==> src/rtl/regfile_write_arbiter_pkg.sv <==
// Shared widths, FIFO entry layout and write-source selection for the
// register-file write arbiter.
package regfile_write_arbiter_pkg;

  localparam int unsigned REG_ADDR_W = 5;
  localparam int unsigned DATA_W     = 32;
  localparam int unsigned NUM_REGS   = 32;
  localparam logic [REG_ADDR_W-1:0] ZERO_REG = '0;

  typedef struct packed {
    logic                  kill;
    logic [REG_ADDR_W-1:0] rd;
    logic [DATA_W-1:0]     data;
  } wb_entry_t;

  typedef enum logic [1:0] {
    SEL_IDLE,
    SEL_PIPE,
    SEL_FIFO
  } wb_sel_e;

  function automatic logic [NUM_REGS-1:0] reg_onehot(input logic [REG_ADDR_W-1:0] rd);
    logic [NUM_REGS-1:0] v;
    v     = '0;
    v[rd] = 1'b1;
    return v;
  endfunction

endpackage

==> src/rtl/regfile_write_arbiter_wb_fifo.sv <==
// In-order multdiv result buffer with per-entry kill bits and a registered
// mask of destination registers still owed a write.
module wb_fifo
  import regfile_write_arbiter_pkg::*;
#(
  parameter int unsigned DEPTH = 4
) (
  input  logic                        clock,
  input  logic                        ctrl_reset_n,
  input  logic                        push,
  input  logic [REG_ADDR_W-1:0]       push_rd,
  input  logic [DATA_W-1:0]           push_data,
  input  logic                        pop,
  input  logic                        kill_en,
  input  logic [REG_ADDR_W-1:0]       kill_rd,
  output wb_entry_t                   head,
  output logic [$clog2(DEPTH+1)-1:0]  count,
  output logic [NUM_REGS-1:0]         live_mask
);

  localparam int unsigned PTR_W = $clog2(DEPTH);
  localparam int unsigned CNT_W = $clog2(DEPTH + 1);

  wb_entry_t           mem_q [DEPTH];
  wb_entry_t           mem_d [DEPTH];
  logic [PTR_W-1:0]    head_q, head_d, tail_q, tail_d;
  logic [CNT_W-1:0]    count_q, count_d;
  logic [NUM_REGS-1:0] mask_q, mask_d;

  function automatic logic slot_live(input int unsigned idx,
                                     input logic [PTR_W-1:0] hd,
                                     input logic [CNT_W-1:0] cnt);
    logic [PTR_W-1:0] off;
    off = PTR_W'(idx) - hd;
    return CNT_W'(off) < cnt;
  endfunction

  always_comb begin
    mem_d   = mem_q;
    head_d  = head_q;
    tail_d  = tail_q;
    mask_d  = '0;
    for (int unsigned i = 0; i < DEPTH; i++) begin
      if (kill_en && slot_live(i, head_q, count_q) && mem_q[i].rd == kill_rd)
        mem_d[i].kill = 1'b1;
    end
    // A same-cycle pipe write to the pushed rd is younger, so the new entry is born killed.
    if (push) begin
      mem_d[tail_q] = '{kill: kill_en && (kill_rd == push_rd), rd: push_rd, data: push_data};
      tail_d        = tail_q + PTR_W'(1);
    end
    if (pop)
      head_d = head_q + PTR_W'(1);
    count_d = count_q + CNT_W'(push) - CNT_W'(pop);
    for (int unsigned i = 0; i < DEPTH; i++) begin
      if (slot_live(i, head_d, count_d) && !mem_d[i].kill)
        mask_d = mask_d | reg_onehot(mem_d[i].rd);
    end
  end

  always_ff @(posedge clock or negedge ctrl_reset_n) begin
    if (!ctrl_reset_n) begin
      mem_q   <= '{default: '0};
      head_q  <= '0;
      tail_q  <= '0;
      count_q <= '0;
      mask_q  <= '0;
    end else begin
      mem_q   <= mem_d;
      head_q  <= head_d;
      tail_q  <= tail_d;
      count_q <= count_d;
      mask_q  <= mask_d;
    end
  end

  assign head      = mem_q[head_q];
  assign count     = count_q;
  assign live_mask = mask_q;

endmodule

==> src/rtl/regfile_write_arbiter.sv <==
// Merges pipeline writebacks and buffered multdiv results onto the single
// register-file write port; pipeline wins, starvation forces a bubble.
module regfile_write_arbiter
  import regfile_write_arbiter_pkg::*;
#(
  parameter int unsigned DEPTH        = 4,
  parameter int unsigned STARVE_LIMIT = 8
) (
  input  logic                  clock,
  input  logic                  ctrl_reset_n,
  input  logic                  pipe_we,
  input  logic [REG_ADDR_W-1:0] pipe_rd,
  input  logic [DATA_W-1:0]     pipe_data,
  input  logic                  md_valid,
  output logic                  md_ready,
  input  logic [REG_ADDR_W-1:0] md_rd,
  input  logic [DATA_W-1:0]     md_data,
  output logic                  ctrl_writeEnable,
  output logic [REG_ADDR_W-1:0] ctrl_writeReg,
  output logic [DATA_W-1:0]     data_writeReg,
  output logic [NUM_REGS-1:0]   pending_mask,
  output logic                  pipe_stall
);

  localparam int unsigned CNT_W    = $clog2(DEPTH + 1);
  localparam int unsigned STARVE_W = $clog2(STARVE_LIMIT + 1);

  wb_entry_t             head;
  logic [CNT_W-1:0]      count;
  logic                  fifo_empty, pipe_eff, enq, pop;
  wb_sel_e               sel;
  logic [STARVE_W-1:0]   starve_q, starve_d;
  logic                  stall_d, we_d;
  logic [REG_ADDR_W-1:0] reg_d;
  logic [DATA_W-1:0]     data_d;

  assign fifo_empty = (count == '0);
  assign md_ready   = (count < CNT_W'(DEPTH));
  assign pipe_eff   = pipe_we && (pipe_rd != ZERO_REG) && !pipe_stall;
  assign enq        = md_valid && md_ready && (md_rd != ZERO_REG);
  assign pop        = (sel == SEL_FIFO);

  wb_fifo #(.DEPTH(DEPTH)) u_wb_fifo (
    .clock        (clock),
    .ctrl_reset_n (ctrl_reset_n),
    .push         (enq),
    .push_rd      (md_rd),
    .push_data    (md_data),
    .pop          (pop),
    .kill_en      (pipe_eff),
    .kill_rd      (pipe_rd),
    .head         (head),
    .count        (count),
    .live_mask    (pending_mask)
  );

  always_comb begin
    sel      = SEL_IDLE;
    starve_d = starve_q;
    we_d     = 1'b0;
    reg_d    = ctrl_writeReg;
    data_d   = data_writeReg;
    if (pipe_eff)
      sel = SEL_PIPE;
    else if (!fifo_empty)
      sel = SEL_FIFO;
    case (sel)
      SEL_PIPE: begin
        we_d   = 1'b1;
        reg_d  = pipe_rd;
        data_d = pipe_data;
        if (!fifo_empty)
          starve_d = starve_q + STARVE_W'(1);
      end
      SEL_FIFO: begin
        starve_d = '0;
        if (!head.kill) begin
          we_d   = 1'b1;
          reg_d  = head.rd;
          data_d = head.data;
        end
      end
      default: ;
    endcase
    // The counter clears on the forced pop, so the stall lasts exactly one cycle.
    stall_d = (starve_d >= STARVE_W'(STARVE_LIMIT));
  end

  always_ff @(posedge clock or negedge ctrl_reset_n) begin
    if (!ctrl_reset_n) begin
      starve_q         <= '0;
      pipe_stall       <= 1'b0;
      ctrl_writeEnable <= 1'b0;
      ctrl_writeReg    <= '0;
      data_writeReg    <= '0;
    end else begin
      starve_q         <= starve_d;
      pipe_stall       <= stall_d;
      ctrl_writeEnable <= we_d;
      ctrl_writeReg    <= reg_d;
      data_writeReg    <= data_d;
    end
  end

  a_no_pipe_we_while_stalled : assert property (
    @(posedge clock) disable iff (!ctrl_reset_n) !(pipe_stall && pipe_we));

endmodule

==> config.mk <==
export PLATFORM = sky130hd
export DESIGN_NAME = regfile_write_arbiter
export DESIGN_NICKNAME = d
export VERILOG_FILES = /design/src/rtl/regfile_write_arbiter_pkg.sv /design/src/rtl/regfile_write_arbiter_wb_fifo.sv /design/src/rtl/regfile_write_arbiter.sv
export SDC_FILE = /design/constraint.sdc
export NUM_CORES = 1
export LEC_CHECK = 0
export ABC_AREA = 0
export CAP_MARGIN = 20
export CORE_UTILIZATION = 56
export DETAILED_ROUTE_END_ITERATION = 8
export GPL_ROUTABILITY_DRIVEN = 0
export PLACE_DENSITY_LB_ADDON = 0.12
export RECOVER_POWER = 25
export SYNTH_ARGS = -nofsm -noshare
export SYNTH_HDL_FRONTEND = slang
export SYNTH_SLANG_ARGS = --single-unit
export TNS_END_PERCENT = 50
==> constraint.sdc <==
create_clock -name clock -period 4.8 [get_ports clock]
set_clock_uncertainty 0.1 [all_clocks]
set_input_delay 0.96 -clock clock [delete_from_list [all_inputs] [get_ports clock]]
set_output_delay 0.96 -clock clock [all_outputs]
set_load 0.01 [all_outputs]
# ---- Yosys cells after proc, flatten, opt, wreduce, memory -nomap -nowiden
# Cells that the tools add are included.
dict set report op_classes {
  muxes 34
  addsub 13
  n_reduce_logical 32
  order_cmp 21
  n_bitwise 5
  n_eq_ne 8
}
# op n
set op_table {}
lappend op_table {{32-bit 2-to-1 mux} 5}
lappend op_table {{152-bit bitwise mux} 1}
lappend op_table {{152-bit 2-to-1 mux} 1}
lappend op_table {{38-bit 2-to-1 mux} 3}
lappend op_table {{32-bit bitwise OR} 3}
lappend op_table {{38-bit binary-select mux with 2-bit select} 1}
lappend op_table {{38-bit demux with 2-bit select} 1}
lappend op_table {{32-bit one-hot mux with 2 select lines} 1}
lappend op_table {{5-bit == test} 5}
lappend op_table {{2-bit by 3-bit less-than comparator with 1-bit output} 8}
lappend op_table {{5-bit by 6-bit less-than comparator with 1-bit output, second input constant} 4}
lappend op_table {{1-bit logical AND} 22}
lappend op_table {{1-bit demux with 5-bit select} 4}
lappend op_table {{5-bit by 1-bit greater-or-equal comparator with 1-bit output, second input constant} 4}
lappend op_table {{5-bit one-hot mux with 2 select lines} 1}
lappend op_table {{5-bit nonzero test} 2}
lappend op_table {{1-bit 2-to-1 mux} 9}
lappend op_table {{4-bit one-hot mux with 2 select lines} 1}
lappend op_table {{1-bit by 2-bit subtractor with 2-bit output, first input constant} 4}
lappend op_table {{2-bit subtractor, first input constant} 4}
lappend op_table {{3-bit greater-or-equal comparator, second input constant} 2}
lappend op_table {{2-bit 2-to-1 mux} 3}
lappend op_table {{2-bit inverter with 3-bit output} 2}
lappend op_table {{1-bit logical NOT} 5}
lappend op_table {{16 further kinds} 17}
dict set report word_totals {
  register_bits 234
  input_bits 78
  elab_cells 134
  output_inout_bits 72
}

# ---- Depth between registers and ports, before layout
dict set report logic_depth {
  word_depth 19
  mapped_depth 16
  depth_no_buf 14
}

# ---- Cells and area by module
# A second synthesis with hierarchy kept.
dict set report hier_totals {
  hier_cells 1182
  hier_area_um2 11917.7
}
# mod seq_area_each_um2 n_inst cells_per_inst area_per_inst_um2
set modules_own_cells {}
lappend modules_own_cells {wb_fifo 4779.6 1 989 9892.0}
lappend modules_own_cells {regfile_write_arbiter 1076.0 1 193 2025.7}

# ---- Least setup slack after synthesis
# No wires, ideal clock.
dict set report synth_timing {
  kind {input to register}
  start {input port pipe_rd[0]}
  end {register u_wb_fifo.mask_q[27] (netlist: u_wb_fifo.live_mask[27])}
  t_required_ns 4.610
  setup_time_ns 0.090
  n_path_buf 2
  arrival_time_ns 4.123
  path_stages 15
  slack_ns 0.487
  path_cell_list {buf_4 nor3_2 nor2_1 or2_2 nor2_1 a21o_1 ha_1 inv_1 fa_1 ha_1 or4_4 buf_6 a311oi_2 nand3_1 o2111ai_1}
}
dict set report synth_between {
  elab_chain_len 17
  word_cells_on_any_way 50
  cone_classes {add/sub: 5; order compare: 4; eq/ne: 6; mux: 12; bitwise: 3; reduce/logical: 20}
}
# element line_no
set synth_rtl {}
lappend synth_rtl {{start, declared} regfile_write_arbiter.sv:12} ;# input logic [REG_ADDR_W-1:0] pipe_rd,
lappend synth_rtl {{parallel branches: the longest is 16 deep, another holds 2-bit by 3-bit less-than comparator with 1-bit output} -}
lappend synth_rtl {{32-bit 2-to-1 mux *} regfile_write_arbiter_wb_fifo.sv:56} ;# if (slot_live(i, head_d, count_d) && !mem_d[i].kill)
lappend synth_rtl {{via u_wb_fifo.mask_d[27]} regfile_write_arbiter_wb_fifo.sv:28} ;# logic [NUM_REGS-1:0] mask_q, mask_d;
lappend synth_rtl {{end signal, assigned} regfile_write_arbiter_wb_fifo.sv:73} ;# mask_q <= mask_d;
lappend synth_rtl {{end, declared} regfile_write_arbiter_wb_fifo.sv:28}
# Mark *: on every way through the listed nets, which the timed path passes.
# A chain may end at the register's enable or synchronous reset.

# ---- Final worst setup path
dict set report layout_timing {
  start {input port pipe_rd[4]}
  end {register u_wb_fifo.mask_q[23] (netlist: u_wb_fifo.live_mask[23])}
}
# The elaborated chain is that of the path after synthesis.

==> flow_metrics.py <==
metrics = {
    "clock_tree": {
        "clk_path_buf_depth": 3,
        "cts-root-buf": "clkbuf_16",
        "cts_hold_buf": 0,
        "clk_latency_ns": 0.53,
        "clk_pin_slew_worst_paths_ns": 0.06,
        "cts_resized": 0,
        "cts-htree-levels": 1,
        "cts_buffers": 25,
        "cts_sinks": 234,
        "cts_tree": "built",
        "postCtsSetupBuffers": 0,
    },
    "cells_and_area": {
        "stdcell_area_sq_um": 15100,
        "synthToLayoutAreaGrowth_pct": 23.2,
        "nNetsFinal": 1547,
        "drive_gt1_share_pct": 13.0,
        "mostFrequentLayoutCell": "nand2_1",
        "finalNonFillerCells": 1749,
        "nFillCells": 1609,
        "mostFrequentLayoutCells": "nand2_1, dfrtp_1, clkdlybuf4s50_1",
    },
    "critical_path": {
        "crit_required_ns": 5.13,
        "arrival_ns": 4.73,
        "worst-setup-path-type": "primary input to flip-flop",
        "r2r_end": "u_wb_fifo.live_mask[23]",
        "critPathLaunchType": "primary input",
        "regToRegStartpoint": "u_wb_fifo.count[2]",
        "endpoint": "u_wb_fifo.live_mask[23]",
        "critical_path.startpoint": "pipe_rd[4]",
        "crit_fanout": 8,
        "reg2reg_slack_ns": 0.61,
        "rr_worst_depth": 13,
        "endpoint_kind": "flip-flop",
    },
    "timing": {
        "rsz0062_at_grt": "false",
        "fin_crit_ns": 4.40,
        "setup_slack_ns": 0.403,
        "slew_violations": 116,
        "fin_crit_sh_pct": 91.6,
        "fmax_mhz": 227,
        "worst_slew_pin_slew_ns": 2.99,
        "setup_violations": 0,
        "setup_tns_ns": 0,
        "finalHoldViolations": 0,
        "max_slew_margin_pct": -99.5,
    },
    "detailed_routing": {
        "drtIter0Drc": 1052,
        "vias": 10746,
        "first_pass_iters": 5,
        "routed_via_density": 6.14,
        "routed_wl_mm": 36.3,
        "wl_per_cell_microns": 20.8,
        "ant_nets": 0,
        "drc_errors": 0,
    },
    "pwr": {
        "pwr-share-seq_pct": 31.1,
        "p_leak_nw": 6.95,
        "combPwrFrac_pct": 50.3,
        "p_sw_share_pct": 43.4,
        "ir_drop_v": 0.000447,
        "p_int_mw": 6.34,
        "power_density_nw_per_um2": 741,
        "pwr-share-clk_pct": 18.7,
        "p_sw_mw": 4.85,
        "total_power_mw": 11.2,
    },
    "global_route": {
        "grt_max_degree": 117,
        "grt.overflow.total": 0,
        "grt_pass1_wl_mm": 57.8,
        "grt_use_total_pct": 33.6,
        "grt_pass1_vias": 10926,
        "antenna_found_initial": 1,
    },
    "placement": {
        "placed_area_sq_um": 14200,
        "port_buffers": 149,
        "placedCellCount": 1702,
        "dpl_worst_slack_ns": -0.0295,
        "hpwlAfterDp_mm": 23.7,
    },
    "logic_synthesis": {
        "synth_warnings": 0,
        "syn_inst": 1309,
        "synth_edf_count": 0,
        "ys_seq_area_share_pct": 47.7,
        "synth-async-reset-ratio_pct": 100,
        "synth_seq_cells": 234,
        "synth-main-ff-cell": "dfrtp_1",
        "synth_cell_types": 68,
        "syn-num-nets": 1402,
        "avgSynthCellArea_sq_um": 9.37,
        "syn_area_sq_um": 12300,
    },
    "die": {
        "initial_utilization_pct": 57.8,
        "coreArea_sq_um": 21200,
        "dieHeight_microns": 150,
        "design.die.area_sq_um": 22500,
        "rows": 53,
        "die_width_microns": 150,
        "ioPinCount": 150,
    },
    "run": {
        "drv_cap": 1,
    },
    "run_status": {
        "violations": "capacitance limit, slew limit",
        "status": "finished with violations",
    },
    "hold_path": {
        "hold_class": "flip-flop to flip-flop",
    },
}
## power by group through the flow
stage	Combinational (mW)	Clock (mW)	Sequential (mW)
global placement	5.35	0	3.46
detailed placement	5.46	0	3.48
CTS	5.49	2.10	3.46
floorplan	3.49	0	3.38
global route	6.03	2.18	3.57
finish	5.63	2.09	3.48
## Yosys cell counts (5+ instances only)
library cell	instances	area, sq um
a21oi_1	10	50.1
a22o_1	5	43.8
a311oi_2	7	105
a31oi_1	5	31.3
buf_1	7	26.3
buf_2	26	130
clkbuf_1	48	180
dfrtp_1	234	5860
ha_1	14	175
inv_1	35	131
inv_2	5	18.8
mux2i_1	42	420
mux4_2	38	856
nand2_1	439	1650
nand3_1	49	245
nand4_1	103	644
nor2_1	43	161
nor2_2	7	43.8
nor2b_1	5	31.3
nor3_1	16	80.1
o2111ai_1	11	96.3
o21ai_0	53	265
xnor2_1	8	70.1
xor2_1	26	228
## logic make-up (layout without fill, tap and decap cells)
logic type      Yosys count  after routing  synth area share, %
compound gates          123            123                 7.41
xor+xnor                 34             34                 2.43
fa+ha+maj                15             15                 1.59
buf+inv                 127            291                 4.43
flops                   234            234                 47.7
mux                      86             86                 11.2
other cells               0              1                    0
simple gates            690            690                 25.2
## worst min path at each step
stage	start	to	slack (ns)	depth (start not counted)
floorplan	flip-flop	flip-flop	0.34	2
global placement	flip-flop	flip-flop	0.35	2
detailed placement	flip-flop	flip-flop	0.36	2
CTS	flip-flop	flip-flop	0.37	2
global route	flip-flop	flip-flop	0.39	2
finish	flip-flop	flip-flop	0.37	2
## stage by stage
stage | util, % | hold WS [ns]
after floorplan | - | 0.340
after global placement | 67.1 | 0.352
after detailed placement | 67.1 | 0.359
after CTS | 71.3 | 0.375
after global routing | 71.2 | 0.386
final | 71.2 | 0.372
## layer usage
metal / up-vias / GRT usage, % / wire, microns
met2: 626 / 53.6 / 17100
li1: 4815 / - / -
met3: 114 / 7.29 / 3670
met1: 5191 / 44.8 / 14400
met4: 0 / 13.2 / 1150
met5: - / 0 / 0
## critical path, stage by stage
cell and delay (ns):
clkdlybuf4s50_1 0.48, nor2_2 0.22, o21ai_4 0.07, or2_2 0.32
nor2_1 0.16, a21o_1 0.11, ha_1 0.14, inv_1 0.05
fa_1 0.54, ha_1 0.27, or4_4 0.66, a311oi_2 0.45
nand3_1 0.14, o2111ai_1 0.16
## cell type report
class	count	area [sq um]	share of cell area, %
multi-input combinational	948	5950	39.4
sequential	234	5860	38.8
timing repair buffer	205	1920	12.7
clock buffer	33	716	4.73
tap	275	344	2.28
clock inverter	13	176	1.17
inverter	40	150	0.993
antenna	1	2.50	0.0166
(Power assumes the default switching activity.)
